`src/rtl/lsu_pkg.sv`:
```
// Shared encodings, FSM state type and the alignment rule for the load/store initiator.
package lsu_pkg;

   localparam logic [1:0] SZ_BYTE = 2'b00;
   localparam logic [1:0] SZ_HALF = 2'b01;
   localparam logic [1:0] SZ_WORD = 2'b10;

   typedef enum logic [2:0] {
      S_IDLE,
      S_RD,
      S_RMW_RD,
      S_WR,
      S_RESP
   } lsu_state_e;

   // Size 2'b11 falls into the word rule.
   function automatic logic lsu_misaligned(input logic [1:0] size, input logic [1:0] addr);
      case (size)
         SZ_BYTE: return 1'b0;
         SZ_HALF: return addr[0];
         default: return addr != 2'b00;
      endcase
   endfunction

endpackage

```
`src/rtl/lsu_lane_merge.sv`:
```
// Little-endian lane logic: inserts store data into a word and extracts/extends a load lane.
module lsu_lane_merge
   import lsu_pkg::*;
(
   input  logic [31:0] word_i,
   input  logic [1:0]  addr_i,
   input  logic [1:0]  size_i,
   input  logic [31:0] wdata_i,
   input  logic        unsigned_i,
   output logic [31:0] store_word_o,
   output logic [31:0] load_val_o
);

   logic [7:0]  byte_lane;
   logic [15:0] half_lane;

   always_comb begin
      byte_lane    = word_i[{addr_i, 3'b000} +: 8];
      half_lane    = word_i[{addr_i[1], 4'b0000} +: 16];
      store_word_o = word_i;
      load_val_o   = word_i;
      case (size_i)
         SZ_BYTE: begin
            store_word_o[{addr_i, 3'b000} +: 8] = wdata_i[7:0];
            load_val_o = {{24{byte_lane[7] & ~unsigned_i}}, byte_lane};
         end
         SZ_HALF: begin
            store_word_o[{addr_i[1], 4'b0000} +: 16] = wdata_i[15:0];
            load_val_o = {{16{half_lane[15] & ~unsigned_i}}, half_lane};
         end
         default: begin
            store_word_o = wdata_i;
            load_val_o   = word_i;
         end
      endcase
   end

endmodule

```
`src/rtl/lsu_master.sv`:
```
// Load/store initiator: one request at a time, misalignment rejection, read-modify-write
// for sub-word stores over a word-wide memory port.
module lsu_master
   import lsu_pkg::*;
#(
   parameter int unsigned DATA_WIDTH = 32,
   parameter int unsigned ADDR_WIDTH = 32
) (
   input  logic                  clk,
   input  logic                  rst,
   input  logic                  req_valid,
   output logic                  req_ready,
   input  logic                  req_we,
   input  logic [1:0]            req_size,
   input  logic                  req_unsigned,
   input  logic [ADDR_WIDTH-1:0] req_addr,
   input  logic [DATA_WIDTH-1:0] req_wdata,
   output logic                  rsp_valid,
   output logic [DATA_WIDTH-1:0] rsp_rdata,
   output logic                  rsp_err,
   output logic [ADDR_WIDTH-1:0] mem_A,
   output logic [DATA_WIDTH-1:0] mem_WD,
   output logic                  mem_re,
   output logic                  mem_we,
   input  logic [DATA_WIDTH-1:0] mem_RD
);

   lsu_state_e            state_q;
   logic [1:0]            size_q;
   logic                  uns_q;
   logic [ADDR_WIDTH-1:0] addr_q;
   logic [DATA_WIDTH-1:0] wdata_q;
   logic [DATA_WIDTH-1:0] word_q;
   logic [DATA_WIDTH-1:0] rdata_q;
   logic                  err_q;

   logic [DATA_WIDTH-1:0] lane_word;
   logic [DATA_WIDTH-1:0] store_word;
   logic [DATA_WIDTH-1:0] load_val;

   // In WR the merge works on the word captured during RMW_RD; otherwise on live read data.
   assign lane_word = (state_q == S_WR) ? word_q : mem_RD;

   lsu_lane_merge u_lane (
      .word_i       (lane_word),
      .addr_i       (addr_q[1:0]),
      .size_i       (size_q),
      .wdata_i      (wdata_q),
      .unsigned_i   (uns_q),
      .store_word_o (store_word),
      .load_val_o   (load_val)
   );

   always_ff @(posedge clk or negedge rst) begin
      if (!rst) begin
         state_q <= S_IDLE;
         size_q  <= '0;
         uns_q   <= 1'b0;
         addr_q  <= '0;
         wdata_q <= '0;
         word_q  <= '0;
         rdata_q <= '0;
         err_q   <= 1'b0;
      end else begin
         case (state_q)
            S_IDLE: begin
               if (req_valid) begin
                  size_q  <= req_size;
                  uns_q   <= req_unsigned;
                  addr_q  <= req_addr;
                  wdata_q <= req_wdata;
                  rdata_q <= '0;
                  err_q   <= lsu_misaligned(req_size, req_addr[1:0]);
                  if (lsu_misaligned(req_size, req_addr[1:0]))
                     state_q <= S_RESP;
                  else if (!req_we)
                     state_q <= S_RD;
                  else if (req_size == SZ_BYTE || req_size == SZ_HALF)
                     state_q <= S_RMW_RD;
                  else
                     state_q <= S_WR;
               end
            end
            S_RD: begin
               rdata_q <= load_val;
               state_q <= S_RESP;
            end
            S_RMW_RD: begin
               word_q  <= mem_RD;
               state_q <= S_WR;
            end
            S_WR:    state_q <= S_RESP;
            S_RESP:  state_q <= S_IDLE;
            default: state_q <= S_IDLE;
         endcase
      end
   end

   // Outputs decode the registered state, so an asynchronous reset clears them at once.
   assign req_ready = (state_q == S_IDLE);
   assign rsp_valid = (state_q == S_RESP);
   assign rsp_rdata = rsp_valid ? rdata_q : '0;
   assign rsp_err   = rsp_valid & err_q;
   assign mem_re    = (state_q == S_RD) || (state_q == S_RMW_RD);
   assign mem_we    = (state_q == S_WR);
   assign mem_A     = (mem_re || mem_we) ? {addr_q[ADDR_WIDTH-1:2], 2'b00} : '0;
   assign mem_WD    = mem_we ? store_word : '0;

endmodule
```
`config.mk`:
```
export PLATFORM = sky130hd
export DESIGN_NAME = lsu_master
export DESIGN_NICKNAME = d
export VERILOG_FILES = /design/src/rtl/lsu_pkg.sv /design/src/rtl/lsu_lane_merge.sv /design/src/rtl/lsu_master.sv
export SDC_FILE = /design/constraint.sdc
export NUM_CORES = 1
export LEC_CHECK = 0
export CAP_MARGIN = 25
export CORE_ASPECT_RATIO = 1.2
export CORE_MARGIN = 2
export CORE_UTILIZATION = 50
export CTS_CLUSTER_SIZE = 14
export DETAILED_ROUTE_END_ITERATION = 16
export GPL_TIMING_DRIVEN = 0
export PLACE_DENSITY_LB_ADDON = 0.05
export RECOVER_POWER = 25
export REMOVE_ABC_BUFFERS = 1
export SYNTH_ARGS = -nofsm -noshare
export SYNTH_HDL_FRONTEND = slang
export SYNTH_SLANG_ARGS = --single-unit
```
`constraint.sdc`:
```
create_clock -name clk -period 3.7 [get_ports clk]
set_input_delay 1.11 -clock clk [delete_from_list [all_inputs] [get_ports clk]]
set_output_delay 1.11 -clock clk [all_outputs]
set_load 0.005 [all_outputs]
```
==> metrics.yaml, run 1 <==
floorplan:
  die_height_um: 141
  num_rows: 50
  start_util_pct: 50.6
  die_x_um: 118
  ios: 204
  core_um2: 15500
  dieArea_um2: 16700
yosys:
  synth_seq_cells: 135
  synth.avg_cell_area_um2: 8.57
  ys_warn_count: 0
  async_flop_share_pct: 100
  ys_seq_area_share_pct: 43.2
  synth.distinct_cells: 48
  ys.flop_type: "dfrtp_1"
  synth_edf_count: 0
  syn_inst: 913
  synthesis.area_um2: 7830
drt:
  drtIter0Drc: 793
  drc: 0
  wl_per_cell_um: 19.5
  vias: 7792
  first_pass_iters: 6
  wl_mm: 25.9
  vias_per_cell: 5.87
  ant_nets: 0
worst_setup_path:
  start_kind: "flop"
  cp-end-kind: "primary output"
  critPathKind: "reg2out"
  path_max_fanout: 35
  crit_arrival_ns: 2.53
  reg2reg_to: "rdata_q[29]"
  crit_required_ns: 2.59
  r2r-start: "state_q[2]"
  r2r_cells: 6
  r2r_slack_ns: 1.12
final_layout:
  stdcell_area_um2: 11200
  antenna_cells: 0
  drive_gt1_share_pct: 18.3
  syn_to_final_growth_pct: 43.0
  nNetsFinal: 1214
  fillers: 1231
timing:
  timing.final.crit_period_ns: 3.64
  rsz0062_at_grt: "true"
  fin_crit_sh_pct: 98.5
  fmax_ghz: 0.274
  slew_viol_final: 62
  maxSlewHeadroom_pct: -5.19
  layout_setup_ws_ns: 0.0555
  setup_violations: 0
  hold_viol: 0
  skew_ns: 0.00833
  tightest_slew_ns: 1.58
pwr:
  powerDensity_nw_per_um2: 826
  peakVddDrop_uv: 414
  p_leak_uw: 0.00514
  finalPower_uw: 9240
grt:
  met3_usage_pct: 9.22
  busiest_layer: "met2"
  grt_pass1_wl_mm: 41.6
  grt-ovfl-total: 0
  track_usage_pct: 31.6
  grt_antenna_before_repair: 0
  use_met2_pct: 47.8
  grt_max_degree: 76
  grt_pass1_vias: 7674
  grt_util_met1_pct: 41.5
min_path:
  hold_depth: 2
  min_from: "addr_q[26]"
  hold_class: "reg2reg"
  holdPathEnd: "addr_q[26]"
status:
  failed_checks: "capacitance limit, slew limit"
  outcome: "finished, violations left"
clock_tree:
  htreeDepth: 4
  clk_pin_slew_ns: 0.06
  cts_sinks: 135
  cts_buffer_depth: 2
  worstSkewPairLatency_ns: 0.43
  cts-buffers-inserted: 17
  root_buffer: "clkbuf_16"
  cts_tree: "done"
  cts_hold_buf: 0
place:
  place_area_um2: 10100
  post-place-ws_ns: -1.63
  io_buffers: 201
  gp_congestion: 0.883
  hpwlAfterDp_mm: 16.4
job:
  cap_violations: 1
[layer usage]
layer	vias up	wire (um)
met1	3710	10300
met2	441	11700
met4	0	1140
met5	-	0
met3	62	2720
li1	3579	-
[cells in the mapped netlist (all sizes together) (19+ instances only)]
master / instances / area share (%)
mux2i: 21 / 2.7
a211oi: 38 / 3.6
o21ai: 57 / 3.6
dfrtp: 135 / 43
and2: 33 / 2.6
mux2: 45 / 6.5
and3: 41 / 3.3
a221oi: 23 / 2.6
nor2: 59 / 2.8
nand2: 271 / 13
a21oi: 19 / 1.7
clkbuf: 52 / 2.5
[worst max-delay path, stage by stage, from the launching register on]
cell	delay, ns
dfrtp_2	0.44
buf_16	0.18
nand3b_4	0.20
buf_12	0.18
inv_16	0.13
nand2_1	0.09
a21oi_2	0.14
o21ai_0	0.12
a221oi_2	0.36
clkdlybuf4s15_1	0.25
[cells by family (layout without fill, tap and decap cells)]
| family | Yosys count | count (layout) | synth area share (%) |
|---|---|---|---|
| mux | 69 | 69 | 10.0 |
| compound gates | 190 | 190 | 17.1 |
| buf+inv | 79 | 282 | 4.40 |
| simple gates | 434 | 436 | 24.4 |
| fa+ha+maj | 5 | 5 | 0.799 |
| other cells | 1 | 2 | 0.0479 |
| flops | 135 | 135 | 43.2 |
[repair_timing]
action / CTS / global route
gates resized for setup: 123 / 28
endpoints found under the hold margin: 0 / 0
cloned: 4 / 0
pin swaps: 28 / 20
setup buffers: 22 / 7
setup endpoints to repair: 64 / 33
[final cells by class]
class,instances,area (um^2),share of cell area [%]
Clock buffer,17,425,3.80
Clock inverter,15,165,1.48
Inverter,9,71.3,0.637
Multi-Input combinational cell,702,4450,39.8
Sequential cell,135,3400,30.4
Tap cell,208,260,2.33
Timing Repair Buffer,240,2410,21.5
Timing Repair inverter,1,8.76,0.0783
[flip-flops by register name, indices dropped and copies added, names as in the netlist]
| name | flops |
|---|---|
| err_q | 1 |
| wdata_q | 32 |
| state_q | 3 |
| addr_q | 32 |
| word_q | 32 |
| rdata_q | 32 |
| size_q | 2 |
| uns_q | 1 |
[layout by cell type, fill, tap and decap left out, types with 15 or more instances in the layout]
| cell | count |
|---|---|
| nand2_1 | 267 |
| mux2_2 | 44 |
| buf_4 | 24 |
| a22oi_1 | 15 |
| and2_1 | 32 |
| o21ai_0 | 52 |
| clkdlybuf4s50_1 | 162 |
| nor2_1 | 55 |
| dlygate4sd2_1 | 24 |
| a221oi_1 | 20 |
| a211oi_1 | 25 |
| dfrtp_1 | 128 |
| and3_1 | 40 |
| clkbuf_16 | 17 |
[through the flow]
step	instances	util, %	TNS, ns	hold WS, ns
finish	1327	72.4	0	0.467
detailed placement	1264	65.1	-44.54	0.455
floorplan	844	-	-37.07	0.437
global placement	1253	63.4	-804.50	0.449
CTS	1322	72.3	-0.0331	0.470
global route	1327	72.4	-0.0581	0.489
[worst max path at each step]
stage	startpoint	end	slack [ns]	cells past startpoint
finish	state_q[2]	mem_WD[7]	0.06	9
global route	addr_q[0]	mem_WD[22]	-0.05	10
CTS	addr_q[1]	mem_WD[22]	-0.03	11
detailed placement	addr_q[1]	mem_WD[7]	-1.63	6
global placement	rst	addr_q[2]	-4.14	1
floorplan	addr_q[1]	mem_WD[22]	-0.98	7
[power by group]
part           internal (uW)  switching [uW]
logic                   2100            2460
clock network           1010             724
registers               2200             743
(Power assumes the default switching activity.)
==> inputs of run 2 (changes only) <==
--- a/config.mk
+++ b/config.mk
@@ -12,7 +12,7 @@
 export CTS_CLUSTER_SIZE = 14
 export DETAILED_ROUTE_END_ITERATION = 16
 export GPL_TIMING_DRIVEN = 0
-export PLACE_DENSITY_LB_ADDON = 0.05
+export PLACE_DENSITY = 0.8
 export RECOVER_POWER = 25
 export REMOVE_ABC_BUFFERS = 1
 export SYNTH_ARGS = -nofsm -noshare
==> constraint.sdc (replaced) <==
create_clock -name clk -period 3.7 [get_ports clk]
set_input_delay 1.11 -clock clk [delete_from_list [all_inputs] [get_ports clk]]
set_output_delay 1.11 -clock clk [all_outputs]
set_load 0.01 [all_outputs]
==> metrics.yaml, run 2 (synthesis results as in run 1) <==
status:
  outcome: "finished, violations left"
  failed_checks: "capacitance limit, slew limit, setup timing"
clock_tree:
  worstSkewPairLatency_ns: 0.42  # about the same
  htreeDepth: 4  # unchanged
  cts-buffers-inserted: 17  # unchanged
  cts_buffer_depth: 2  # unchanged
  root_buffer: "clkbuf_16"
  cts_tree: "done"
  cts_sinks: 135  # unchanged
  clk_pin_slew_ns: 0.06  # about the same
  cts_hold_buf: 0  # unchanged
timing:
  layout_setup_ws_ns: -0.0552  # -0.111 ns
  slew_viol_final: 81  # +31%
  timing.final.crit_period_ns: 3.76  # +0.111 ns
  fmax_ghz: 0.266  # -2.9%
  rsz0062_at_grt: "true"
  fin_crit_sh_pct: 101  # +3.0 points
  skew_ns: 0.00646  # -0.00187 ns
  holdWs_ns: 0.462  # -0.00479 ns
  hold_viol: 0  # unchanged
  maxSlewHeadroom_pct: -33.4  # -28 points
  setup_violations: 1  # +1
  tightest_slew_ns: 2.00  # +0.423 ns
worst_setup_path:
  path_max_fanout: 3  # -91%
  critPathKind: "in2out"
  cp-end-kind: "primary output"
  start_kind: "primary input"
  crit_required_ns: 2.59  # about the same
  crit_arrival_ns: 2.65  # +0.12 ns
  r2r_slack_ns: 1.07  # -0.05 ns
place:
  post-place-ws_ns: -2.14  # -0.513 ns
  gp_congestion: 0.959  # +8.6%
  place_area_um2: 10100  # -0.12%
  hpwlAfterDp_mm: 16.8  # +1.9%
  io_buffers: 201  # unchanged
floorplan:
  die_height_um: 141  # unchanged
  die_x_um: 118  # unchanged
  dieArea_um2: 16700  # unchanged
  num_rows: 50  # unchanged
  core_um2: 15500  # unchanged
  ios: 204  # unchanged
  start_util_pct: 50.6  # unchanged
final_layout:
  multi_input_area_um2: 4440  # -0.42%
  antenna_cells: 0  # unchanged
  drive_gt1_share_pct: 20.1  # +1.8 points
  stdcell_area_um2: 11300  # +0.74%
  regArea_um2: 3400  # unchanged
  nNetsFinal: 1226  # +0.99%
  final_common_cell: "nand2_1"
  layout_common_cells: "nand2_1, clkdlybuf4s50_1, dfrtp_1, nor2_1, o21ai_0"
  fillers: 1133  # -8.0%
  syn_to_final_growth_pct: 44.1
drt:
  wl_mm: 27.4  # +5.8%
  drc: 0  # unchanged
  wl_met1_mm: 10.1  # -2.1%
  vias_per_cell: 6.08  # +3.5%
  top_layer: "met4"
  drtIter0Drc: 1189  # +50%
  first_pass_iters: 6  # unchanged
  wl_per_cell_um: 20.5  # +4.9%
  vias: 8140  # +4.5%
  wl_met2_mm: 12.6  # +7.8%
  met3_length_mm: 2.92  # +7.2%
  ant_nets: 0  # unchanged
pwr:
  p_leak_uw: 0.00517  # +0.65%
  peakVddDrop_uv: 429  # +3.8%
  powerDensity_nw_per_um2: 852  # +3.2%
  finalPower_uw: 9610  # +3.9%
grt:
  grt_antenna_before_repair: 0  # unchanged
  grt_max_degree: 81  # +6.6%
  grt-ovfl-total: 0  # unchanged
  grt_pass1_wl_mm: 41.8  # +0.53%
  grt_pass1_vias: 7779  # +1.4%
  track_usage_pct: 31.8  # +0.19 points
job:
  cap_violations: 1  # unchanged
min_path:
  hold_class: "reg2reg"
==> run 2: report_power, final <==
part	internal [uW]	total, uW	switching, uW
Clock	1160	1810	653
Combinational	2170	4850	2680
Sequential	2210	2940	738
Total	5530	9610	4070
==> run 2: repair_timing <==
item	CTS	global route
setup buffers	22	15
pin swaps	12	16
endpoints found under the setup margin	63	62
resized for setup	118	61
cloned	3	2
endpoints found under the hold margin	0	0
==> run 2: final cells by class <==
type,count,area share [%]
clock buffers,20,4.05
clock inverters,12,1.55
inverters,9,0.577
multi-input cells,702,39.3
flip-flops and latches,135,30.1
well taps,208,2.31
repair buffers,251,21.9
repair inverters,2,0.155
==> run 2: critical path, cell delays in order <==
cell and delay (ns):
clkdlybuf4s50_1 0.55, mux2i_1 0.15, nand2_1 0.12, o21ai_0 0.14
a211oi_2 0.27, dlygate4sd2_1 0.30
==> run 2: final timing paths <==
kind	end	from	cells after the start
setup / recovery	mem_WD[1]	mem_RD[1]	6
hold / removal	addr_q[26]	addr_q[26]	2
setup reg to reg	rdata_q[16]	size_q[1]	4
hold reg to reg	addr_q[26]	addr_q[26]	2
max in group asynchronous	state_q[0]	rst	2
min in group asynchronous	word_q[16]	rst	1
==> run 2: metrics by stage <==
step | instances | setup TNS [ns] | utilization (%)
finish | 1339 | -0.0552 | 73.0
global route | 1339 | -0.163 | 73.0
CTS | 1322 | -0.0660 | 72.3
detailed placement | 1265 | -61.66 | 65.0
global placement | 1253 | -750.49 | 63.4
floorplan | 844 | -40.06 | -
==> run 2: per-layer routing <==
metal  up-vias  GRT usage [%]
met5         -              0
met4         0           19.4
met3       137           9.83
met2       549           49.8
met1      3841           38.4
li1       3613              -
